===== src/rtl/sevseg_pkg.sv =====
// Shared constants for the seven-segment scan decoder: active-low segment
// patterns (g..a), special digit codes and the FSM state type.
package sevseg_pkg;

  localparam int NUM_DIGITS = 4;

  localparam logic [6:0] SEG_0     = 7'h40;
  localparam logic [6:0] SEG_1     = 7'h79;
  localparam logic [6:0] SEG_2     = 7'h24;
  localparam logic [6:0] SEG_3     = 7'h30;
  localparam logic [6:0] SEG_4     = 7'h19;
  localparam logic [6:0] SEG_5     = 7'h12;
  localparam logic [6:0] SEG_6     = 7'h02;
  localparam logic [6:0] SEG_7     = 7'h78;
  localparam logic [6:0] SEG_8     = 7'h00;
  localparam logic [6:0] SEG_9     = 7'h10;
  localparam logic [6:0] SEG_BLANK = 7'h7F;

  localparam logic [3:0] BLANK = 4'hF;
  localparam logic [3:0] ERR   = 4'hE;

  typedef enum logic [1:0] {
    ST_IDLE   = 2'd0,
    ST_SETTLE = 2'd1,
    ST_HELD   = 2'd2
  } scan_state_t;

  // One-hot digit select, or zero unless exactly one anode strobe is low.
  function automatic logic [NUM_DIGITS-1:0] digit_select(input logic [NUM_DIGITS-1:0] an);
    logic [NUM_DIGITS-1:0] sel;
    case (an)
      4'b1110: sel = 4'b0001;
      4'b1101: sel = 4'b0010;
      4'b1011: sel = 4'b0100;
      4'b0111: sel = 4'b1000;
      default: sel = 4'b0000;
    endcase
    return sel;
  endfunction

endpackage


===== src/rtl/seg7_to_bcd.sv =====
// Combinational decode of an active-low g..a segment pattern to a digit code.
// Unknown patterns map to the ERR code with err raised.
module seg7_to_bcd
  import sevseg_pkg::*;
(
  input  logic [6:0] seg,
  output logic [3:0] code,
  output logic       err
);

  always_comb begin
    code = ERR;
    err  = 1'b1;
    case (seg)
      SEG_0:     begin code = 4'd0;  err = 1'b0; end
      SEG_1:     begin code = 4'd1;  err = 1'b0; end
      SEG_2:     begin code = 4'd2;  err = 1'b0; end
      SEG_3:     begin code = 4'd3;  err = 1'b0; end
      SEG_4:     begin code = 4'd4;  err = 1'b0; end
      SEG_5:     begin code = 4'd5;  err = 1'b0; end
      SEG_6:     begin code = 4'd6;  err = 1'b0; end
      SEG_7:     begin code = 4'd7;  err = 1'b0; end
      SEG_8:     begin code = 4'd8;  err = 1'b0; end
      SEG_9:     begin code = 4'd9;  err = 1'b0; end
      SEG_BLANK: begin code = BLANK; err = 1'b0; end
      default:   begin code = ERR;   err = 1'b1; end
    endcase
  end

endmodule


===== src/rtl/sevseg_scan_decoder.sv =====
// Recovers the displayed digits from a multiplexed 4-digit seven-segment bus
// by sampling each dwell once it is stable and publishing only complete frames.
module sevseg_scan_decoder
  import sevseg_pkg::*;
#(
  parameter int SETTLE_CYCLES  = 4,
  parameter int TIMEOUT_CYCLES = 2_000_000
) (
  input  logic       clk,
  input  logic       rst_n,
  input  logic [3:0] an,
  input  logic [7:0] seg,
  output logic [3:0] bcd0,
  output logic [3:0] bcd1,
  output logic [3:0] bcd2,
  output logic [3:0] bcd3,
  output logic [3:0] dp,
  output logic [3:0] digit_err,
  output logic       frame_valid,
  output logic       stale,
  output logic [1:0] dbg_state
);

  localparam logic [7:0] SETTLE_LIM = 8'(SETTLE_CYCLES);
  localparam int         TW         = $clog2(TIMEOUT_CYCLES + 1);
  localparam logic [TW-1:0] TO_LIM  = TW'(TIMEOUT_CYCLES);

  logic [3:0]  an_s1, an_s2;
  logic [7:0]  seg_s1, seg_s2;
  logic [11:0] prev_q;
  logic [7:0]  stable_q;
  scan_state_t state_q;
  logic [NUM_DIGITS-1:0] seen_q;
  logic [NUM_DIGITS-1:0][3:0] sh_code_q;
  logic [NUM_DIGITS-1:0] sh_dp_q, sh_err_q;
  logic [NUM_DIGITS-1:0][3:0] bcd_q;
  logic [TW-1:0] to_q;

  logic [11:0] sample;
  logic        changed;
  logic [NUM_DIGITS-1:0] sel;
  logic        sel_valid;
  logic [7:0]  stable_next;
  scan_state_t eff_state;
  logic        capture;
  logic        publish;
  logic [3:0]  dec_code;
  logic        dec_err;
  logic [TW-1:0] to_next;

  always_ff @(posedge clk or negedge rst_n) begin
    if (!rst_n) begin
      an_s1  <= 4'hF;
      an_s2  <= 4'hF;
      seg_s1 <= 8'hFF;
      seg_s2 <= 8'hFF;
    end else begin
      an_s1  <= an;
      an_s2  <= an_s1;
      seg_s1 <= seg;
      seg_s2 <= seg_s1;
    end
  end

  seg7_to_bcd u_dec (
    .seg  (seg_s2[6:0]),
    .code (dec_code),
    .err  (dec_err)
  );

  // A bus change overrides the current state before the settle check, so a
  // single-sample settle still captures on the first cycle of a new dwell.
  always_comb begin
    sample      = {an_s2, seg_s2};
    changed     = (sample != prev_q);
    sel         = digit_select(an_s2);
    sel_valid   = |sel;
    stable_next = changed ? 8'd1 : ((stable_q == 8'hFF) ? stable_q : stable_q + 8'd1);
    eff_state   = state_q;
    if (changed) eff_state = sel_valid ? ST_SETTLE : ST_IDLE;
    capture     = sel_valid && (eff_state == ST_SETTLE) && (stable_next >= SETTLE_LIM);
    publish     = (seen_q == {NUM_DIGITS{1'b1}});
    to_next     = publish ? '0 : ((to_q >= TO_LIM) ? to_q : to_q + 1'b1);
  end

  always_ff @(posedge clk or negedge rst_n) begin
    if (!rst_n) begin
      state_q  <= ST_IDLE;
      prev_q   <= 12'hFFF;
      stable_q <= 8'd0;
    end else begin
      prev_q   <= sample;
      stable_q <= stable_next;
      state_q  <= capture ? ST_HELD : eff_state;
    end
  end

  always_ff @(posedge clk or negedge rst_n) begin
    if (!rst_n) begin
      seen_q    <= '0;
      sh_code_q <= {NUM_DIGITS{BLANK}};
      sh_dp_q   <= '0;
      sh_err_q  <= '0;
    end else begin
      seen_q <= (publish ? '0 : seen_q) | (capture ? sel : '0);
      for (int k = 0; k < NUM_DIGITS; k++) begin
        if (capture && sel[k]) begin
          sh_code_q[k] <= dec_code;
          sh_dp_q[k]   <= ~seg_s2[7];
          sh_err_q[k]  <= dec_err;
        end
      end
    end
  end

  // stale is registered from the next count so it always equals (to_q >= limit).
  always_ff @(posedge clk or negedge rst_n) begin
    if (!rst_n) begin
      bcd_q       <= {NUM_DIGITS{BLANK}};
      dp          <= '0;
      digit_err   <= '0;
      frame_valid <= 1'b0;
      to_q        <= '0;
      stale       <= 1'b0;
    end else begin
      frame_valid <= publish;
      to_q        <= to_next;
      stale       <= (to_next >= TO_LIM);
      if (publish) begin
        bcd_q     <= sh_code_q;
        dp        <= sh_dp_q;
        digit_err <= sh_err_q;
      end
    end
  end

  assign bcd0      = bcd_q[0];
  assign bcd1      = bcd_q[1];
  assign bcd2      = bcd_q[2];
  assign bcd3      = bcd_q[3];
  assign dbg_state = state_q;

endmodule


===== config.mk =====
export PLATFORM = sky130hd
export DESIGN_NAME = sevseg_scan_decoder
export DESIGN_NICKNAME = d
export VERILOG_FILES = /design/src/rtl/sevseg_pkg.sv /design/src/rtl/seg7_to_bcd.sv /design/src/rtl/sevseg_scan_decoder.sv
export SDC_FILE = /design/constraint.sdc
export NUM_CORES = 1
export LEC_CHECK = 0
export BUFFER_PORTS_ARGS = -buffer_cell sky130_fd_sc_hd__buf_2
export CAP_MARGIN = 20
export CELL_PAD_IN_SITES_DETAIL_PLACEMENT = 0
export CELL_PAD_IN_SITES_GLOBAL_PLACEMENT = 2
export CORE_UTILIZATION = 42
export CTS_CLUSTER_SIZE = 25
export DETAILED_ROUTE_END_ITERATION = 8
export PLACE_DENSITY = 0.88
export RECOVER_POWER = 50
export SKIP_CTS_REPAIR_TIMING = 1
export SYNTH_ARGS = -nofsm -noshare
export SYNTH_HDL_FRONTEND = slang
export SYNTH_SLANG_ARGS = --single-unit

===== constraint.sdc =====
create_clock -name clk -period 6.2 [get_ports clk]
set_input_delay 0.31 -clock clk [delete_from_list [all_inputs] [get_ports clk]]
set_output_delay 0.31 -clock clk [all_outputs]
set_load 0.01 [all_outputs]

==> results.yml <==
run_status:
  outcome: "finished, violations left"
  violations: "max-capacitance violations, max-slew violations"
route:
  first_iter_violations: 166
  dr.pass1.iters: 4
  viasPerCell: 4.93
  drt_wl_total_um: 9900
  vias: 3454
  wl_per_cell_um: 14.1
  antenna_left: 0
  drc_errors: 0
critical_path:
  start_kind: "input pin"
  required_ps: 6600
  critical_path_arrival_ps: 3490
  crit_path_end_kind: "async pin"
  critical_path_class: "input pin to async pin"
  r2r_setup_slack_ps: 3140
  critPathMaxFanout: 78
place:
  placed_cells: 656
  io_buffers: 41
  placed_area_um2: 5590
  gp_congestion: 0.800
  dp_hpwl_um: 6660
  pre_cts_ws_ps: 3230
synthesis:
  synth-seq-cells: 121
  async_flop_share: 1.00
  synth_ff_type: "dfstp_2"
  syn_nets: 480
  synth_area_leaders: "dfstp_2 (34%), dfrtp_1 (25%), nand2_1 (6.0%)"
  synth_edf_count: 0
  postSynthCellCount: 463
  yosys_warnings: 0
  synth_area_per_cell_um2: 11.3
  synth_area_um2: 5230
  synth_top_area_cell: "dfstp_2"
  synth.distinct_cells: 56
  seq_area_frac_synth: 0.595
  synth_top_area_frac: 0.341
timing:
  slew_headroom: -0.533
  min_period_ps: 3090
  hold_viol: 0
  rsz0062_at_grt: "false"
  skew_ps: 10.2
  max_freq_ghz: 0.324
  period_share: 0.498
  slew_violations: 45
  setup_viol: 0
  worst_pin_slew_ps: 2300
  finalWorstSetupSlack_ps: 3110
  finalSetupTns_ps: 0
clock_tree:
  cts_tree: "done"
  cts.path.max_buffers: 2
  clk_pin_slew_ps: 50
  numCtsBuffers: 17
  clock-root-buffer: "clkbuf_16"
  h-tree-depth: 4
  clock-sinks: 121
  clk_latency_ps: 410
layout:
  fin_area_um2: 6260
  layout_commonest_cell: "nand2_1"
  diodes: 0
  area_delta_synth_final_pct: 19.6
  instances_no_fill: 701
  drive_gt1_frac: 0.240
  multi_input_area_um2: 1980
  fin_util: 0.519
  final_cell_mix: "nand2_1 (83), dfstp_2 (55), dfrtp_1 (53), clkbuf_1 (35), nor2_1 (32)"
  fillCellCount: 1097
  seq_area_um2: 3110
  nNetsFinal: 537
die:
  die_w_um: 114
  fp.dieH_um: 114
  dieArea_um2: 12900
  row_count: 40
  floorplan.core_area_um2: 12100
  io-pin-count: 42
  initial_core_util: 0.434
pwr:
  power_density_nw_per_um2: 292
  peakVddDrop_uv: 166
  power.leakage_nw: 2.77
global_route:
  antenna_found_initial: 0
  grt-ovfl-total: 0
  grt_pass1_vias: 3413
  grt_pass1_wl_um: 17000
  track_usage: 0.174
  grt_start_max_net_pins: 79
run:
  drv_cap: 1
min_path:
  hold_class: "register to register"
-- cell families (layout without fill, tap and decap cells) --
| logic type | Yosys count | after routing | synth area share |
|---|---|---|---|
| adder cells (fa/ha/maj) | 3 | 3 | 0.00717 |
| flip-flops | 121 | 121 | 0.595 |
| AO/OA/AOI/OAI | 45 | 45 | 0.0607 |
| AND/OR/NAND/NOR | 196 | 196 | 0.188 |
| XOR/XNOR | 32 | 32 | 0.0536 |
| buffers and inverters | 35 | 105 | 0.0275 |
| multiplexers | 31 | 31 | 0.0679 |
-- critical path, stage by stage --
cell,delay [ps]
dlygate4sd3_1,530
clkbuf_1,1630
buf_4,940
-- layer usage --
layer | vias up | track usage | share of wire
li1 | 1698 | - | -
met5 | - | 0 | 0
met4 | 0 | 0.0781 | 0.017
met3 | 15 | 0.0595 | 0.031
met2 | 54 | 0.272 | 0.47
met1 | 1687 | 0.220 | 0.48
-- Yosys cell counts, drive strengths merged, types with 7 or more instances --
| cell | count |
|---|---|
| nor2 | 32 |
| mux2 | 21 |
| nor3 | 7 |
| o21ai | 7 |
| clkbuf | 13 |
| and3 | 9 |
| xnor2 | 10 |
| dfrtp | 53 |
| xor2 | 22 |
| nand3 | 22 |
| mux2i | 10 |
| nand4 | 12 |
| a21oi | 11 |
| nand2 | 83 |
| inv | 15 |
| dfstp | 68 |
-- power by group --
group | total, mW | switching (mW) | internal (mW)
Sequential | 0.825 | 0.0128 | 0.813
Clock | 0.957 | 0.326 | 0.630
Combinational | 0.0427 | 0.0256 | 0.0171
-- state kept, by name, summed over array words and instances (netlist names), 8 cells and up --
name / flops
sh_code_q: 16
to_q: 21
stable_q: 8
seg_s1: 8
seg_s2: 8
prev_q: 12
-- final timing paths --
check / startpoint / endpoint / depth (start not counted)
max: rst_n / sh_dp_q[1] / 3
min: seg_s1[0] / seg_s2[0] / 0
max reg2reg: seg_s2[1] / sh_err_q[1] / 6
min reg2reg: seg_s1[0] / seg_s2[0] / 0
max in group clk: seg_s2[1] / sh_err_q[1] / 6
min in group asynchronous: rst_n / digit_err[1] / 2
-- area by class of cell --
class,count,area share
Timing Repair Buffer,57,0.0500
Clock buffer,23,0.0782
Multi-Input combinational cell,307,0.316
Clock inverter,9,0.0152
Inverter,16,0.00960
Sequential cell,121,0.498
Tap cell,168,0.0336
-- through the flow --
| stage | total power, mW | hold WS (ps) |
|---|---|---|
| 2_1_floorplan | 0.850 | 14.4 |
| 3_3_place_gp | 0.876 | 331 |
| 3_5_place_dp | 0.878 | 339 |
| 4_1_cts | 1.85 | -108 |
| 5_1_grt | 1.90 | 363 |
| 6_report | 1.82 | 354 |
Note: power is estimated with default switching activity, not from simulation.
